`config.mk`:
```
export PLATFORM = sky130hd
export DESIGN_NAME = time_delay_module
export DESIGN_NICKNAME = d
export VERILOG_FILES = /design/src/rtl/time_delay_module_pkg.sv /design/src/rtl/time_delay_module_inertial_filter.sv /design/src/rtl/time_delay_module.sv
export SDC_FILE = /design/constraint.sdc
export NUM_CORES = 1
export LEC_CHECK = 0
export BUFFER_PORTS_ARGS = -buffer_cell sky130_fd_sc_hd__buf_2
export CAP_MARGIN = 30
export CORE_AREA = 2 2 39 41
export CTS_BUF_LIST = sky130_fd_sc_hd__clkbuf_16
export CTS_CLUSTER_DIAMETER = 150
export DETAILED_ROUTE_END_ITERATION = 8
export DIE_AREA = 0 0 41 43
export SYNTH_ARGS = -nofsm -noshare
export SYNTH_HDL_FRONTEND = slang
export SYNTH_SLANG_ARGS = --single-unit
```
`constraint.sdc`:
```
create_clock -name clk -period 1.9 [get_ports clk]
set_clock_uncertainty 0.15 [all_clocks]
set_input_delay 0 -clock clk [delete_from_list [all_inputs] [get_ports clk]]
set_output_delay 0 -clock clk [all_outputs]
set_load 0.01 [all_outputs]
```
`src/rtl/time_delay_module_pkg.sv`:
```
// Shared constants and helpers for the time_delay_module slice.
package time_delay_module_pkg;

    localparam int GET_DLY_DEF  = 5;
    localparam int LOSE_DLY_DEF = 20;

    function automatic int cnt_width(input int n);
        return (n < 1) ? 1 : $clog2(n + 1);
    endfunction

endpackage

```
`src/rtl/time_delay_module_inertial_filter.sv`:
```
// Inertial filter: a level must hold LOSE_DLY cycles before dout follows it.
module inertial_filter
    import time_delay_module_pkg::*;
#(
    parameter int LOSE_DLY = LOSE_DLY_DEF
) (
    input  logic clk,
    input  logic rst_n,
    input  logic din,
    output logic dout
);

    localparam int CW = cnt_width(LOSE_DLY);

    logic [CW-1:0] cnt_q, cnt_d;
    logic          dout_q, dout_d;

    // Any return to the current output level restarts the window.
    always_comb begin
        cnt_d  = cnt_q;
        dout_d = dout_q;
        if (din == dout_q) begin
            cnt_d = '0;
        end else if (cnt_q == CW'(LOSE_DLY - 1)) begin
            dout_d = din;
            cnt_d  = '0;
        end else begin
            cnt_d = cnt_q + CW'(1);
        end
    end

    always_ff @(posedge clk or negedge rst_n) begin
        if (!rst_n) begin
            cnt_q  <= '0;
            dout_q <= 1'b0;
        end else begin
            cnt_q  <= cnt_d;
            dout_q <= dout_d;
        end
    end

    assign dout = dout_q;

endmodule

```
`src/rtl/time_delay_module.sv`:
```
// Registered, transport-delayed and inertially-delayed views of ai & bi.
module time_delay_module
    import time_delay_module_pkg::*;
#(
    parameter int GET_DLY  = GET_DLY_DEF,
    parameter int LOSE_DLY = LOSE_DLY_DEF
) (
    input  logic clk,
    input  logic rst_n,
    input  logic ai,
    input  logic bi,
    output logic so_lose,
    output logic so_get,
    output logic so_normal
);

    logic               normal_q, normal_d;
    logic [GET_DLY-1:0] sr_q, sr_d;

    // Stage 0 takes so_normal; the last stage is so_get.
    always_comb begin
        normal_d = ai & bi;
        sr_d[0]  = normal_q;
        for (int i = 1; i < GET_DLY; i++) begin
            sr_d[i] = sr_q[i-1];
        end
    end

    always_ff @(posedge clk or negedge rst_n) begin
        if (!rst_n) begin
            normal_q <= 1'b0;
            sr_q     <= '0;
        end else begin
            normal_q <= normal_d;
            sr_q     <= sr_d;
        end
    end

    inertial_filter #(
        .LOSE_DLY(LOSE_DLY)
    ) u_lose (
        .clk  (clk),
        .rst_n(rst_n),
        .din  (normal_q),
        .dout (so_lose)
    );

    assign so_normal = normal_q;
    assign so_get    = sr_q[GET_DLY-1];

endmodule

```
==> impl_results.md <==
* CTS resizes at 0
* WP depth at 4
* CTS sink cnt at 12
* Internal reg-to-reg setup slack at 470 ps
* Antenna viol nets, final at 0
* DRC at 0
* EDFF count, synth at 0
* Clock Tree Buf Depth at 2
* Antenna cells at 0
* DIE AREA at 1760 um^2
* Yosys cell types at 11
* Pre-Repair DR Iteration Count at 4
* Clk network pwr share at 56.2%
* Flops & latches, synth at 12
* Crit start category: register
* Leakage at 0.293 nW
* XOR/XNOR Fraction of Synth Area at 8.16%
* Critical path class: register to register
* Largest net degree at the start of global routing at 13
* Yosys top cell area share at 70.0%
* Row count at 14
* Area contributors post-synth: dfrtp_1 70%, and2_1 4.4%, xnor2_1 4.1%
* Fin crit share at 75.1%
* Net Count, Synth at 34
* Worst setup EP type: register
* R2R Path End: u_lose.dout$_DFFE_PN0P_
* Hold Crit Class: primary input to async pin
* Power Density at 1140 nW/um^2
* Sequential cell fraction of total power at 40.6%
* Seq/Total Area, Yosys at 70.0%
* Critical Path End: u_lose.dout$_DFFE_PN0P_
* Max-cap violations at 0
* Worst Tran Pin Value at 266 ps
* RePlAce Congestion at 0.725
* Buffers on Ports at 6
* Core Area at 1380 um^2
* CP cell instances: ha_1 > nand2_1 > nor3_2 > mux2_4
* Final WL at 663 um
* Logic gate share of total power at 3.2%
* Synthesized instance count at 29
* Yosys top cell by area: dfrtp_1
* Overflow after GRT at 0
* WP data arrival at 1400 ps
* Unrepaired setup endpoints after global routing: false
* Fmax at 701 MHz
* Switching Fraction at 17.3%
* Mapped Avg Cell Area at 14.8 um^2
* Htree depth at 1
* Cell family with most CP delay: flip-flops
* Area Growth Syn to Fin at 36.2%
* Net count, final at 48
* Worst EP required at 1870 ps
* Synth Area in Compound Gates at 2.92%
* Final hold viol count at 0
* Crit-path max FO at 3
* R2r startpoint: u_lose.cnt_q[0]$_DFF_PN0_
* YS warnings at 0
* Slowest-stage cell, CP: dfrtp_1
* Total track usage at 10.9%
* Hpwl dp at 460 um
* Root Driver: clkbuf_16
* Antenna violations before repair at 0
* Worst slew margin at 82.2%
* Clk slew on worst S/H paths at 40 ps
* CP bufs+invs at 0
* Dpl ws at 480 ps
* Vias in the first global route at 263
* Post-Synth Simple-Gate Area at 12.5%
* Peak supply drop at 553 uV
* Die Ht at 43 um
* FF-to-FF path depth at 4
* Predominant post-synthesis flop cell: dfrtp_1
* Multiplexer area fraction after synthesis at 3.50%
* Final-report setup violation count at 0
* Psw at 115 uW
* P_int at 549 uW
* CP startpoint: u_lose.cnt_q[0]$_DFF_PN0_
* Clk_lat worst skew at 240 ps
* Fin crit period at 1430 ps
* Number of fill cells at 125
* Most numerous cell in the Yosys netlist: dfrtp_1
* DR vias/cell at 4.44
* WL/cell at 11.6 um
* Synth async-reset ratio at 100%
* Die X-Extent at 41 um
* Ratio of cells with drive above 1 in the final layout at 29.3%
* Adder-Cell Fraction of Synth Area at 2.92%
* Setup TNS at 0 ps
* Seq. cell area at 300 um^2
* Slowest stage delay, CP at 370 ps
* DRT iter0 DRCs at 2
* Area of the multi-input gates at 129 um^2
* Starting Density at 31.0%
* Final worst slack at 473 ps
* TritonCTS buffer count at 3
* Global-route wire length before repair at 1100 um
* Synthesized area at 429 um^2
* Via Count at 253
* Main combinational cell family by area after synthesis: simple AND/OR/NAND/NOR gates
* Status: completed
* Fin. max-slew vios at 0
* Post-synth top cells: 12 x dfrtp_1, 3 x and2_1, 3 x nor2_1
* # IOs at 7
* TritonCTS clock tree: done
flip-flops by register name, summed over array words and instances, names as in the netlist:
register      count
so_normal         1
sr_q              5
u_lose.dout       1
u_lose.cnt_q      5
area by class of cell:
cell class,count,area share (%)
Sequential cell,12,51.4
Multi-Input combinational cell,17,22.1
Clock buffer,3,12.8
Timing Repair Buffer,9,10.3
Tap cell,16,3.43
placed cells by master (no fill, tap or decap):
master and instances:
xor2_1 2, clkbuf_16 3, xnor2_1 2, nor3_2 1
and2_1 3, mux2_4 1, buf_2 6, nand3_1 2
dlygate4sd3_1 3, nand2_1 1, nor2_1 3, o31ai_2 1
dfrtp_1 12, ha_1 1
metal layers:
| layer | global-route usage [%] | part of all wire, % | routed length [um] |
|---|---|---|---|
| met3 | 6.28 | 9.5 | 63 |
| met1 | 12.5 | 43 | 287 |
| met2 | 11.3 | 41 | 269 |
| met5 | 0 | 0 | 0 |
| met4 | 14.7 | 6.5 | 43 |
worst min-delay path by stage:
stage          startpoint             endpoint  slack [ps]  cells past startpoint
2_1_floorplan       rst_n  so_normal$_DFF_PN0_        -450                      0
3_3_place_gp        rst_n    sr_q[4]$_DFF_PN0_        -270                      1
3_5_place_dp        rst_n    sr_q[4]$_DFF_PN0_        -260                      1
4_1_cts             rst_n    sr_q[4]$_DFF_PN0_          30                      2
5_1_grt             rst_n    sr_q[3]$_DFF_PN0_          50                      2
6_report            rst_n    sr_q[3]$_DFF_PN0_          10                      2
stage by stage:
step	util [%]	hold WS (ps)	total power, mW	std cells	cell area [um^2]
after floorplan	-	-446	0.278	29	429
after global placement	34.6	-272	0.288	51	479
after detailed placement	34.6	-264	0.290	51	479
after CTS	42.2	26.9	0.672	57	584
after global routing	42.2	46.1	0.688	57	584
final	42.2	14.1	0.663	57	584
cell families (layout without fill, tap and decap cells):
group | after synthesis | count (layout)
multiplexers | 1 | 1
flip-flops | 12 | 12
AND/OR/NAND/NOR | 10 | 10
XOR/XNOR | 4 | 4
adder cells (fa/ha/maj) | 1 | 1
AO/OA/AOI/OAI | 1 | 1
buffers and inverters | 0 | 12
power groups by stage:
stage	sequential, mW	clock (mW)	combinational, mW
after global placement	0.272	0	0.0164
after CTS	0.269	0.380	0.0220
after global routing	0.270	0.394	0.0240
final	0.269	0.373	0.0212
after detailed placement	0.273	0	0.0172
after floorplan	0.273	0	0.00501
repair_timing:
item                                    in CTS  in global routing
buffers inserted                             0                  0
endpoints found under the setup margin       0                  0
hold buffers                                 3                  0
hold endpoints to repair                    13                  0
(Power assumes the default switching activity.)
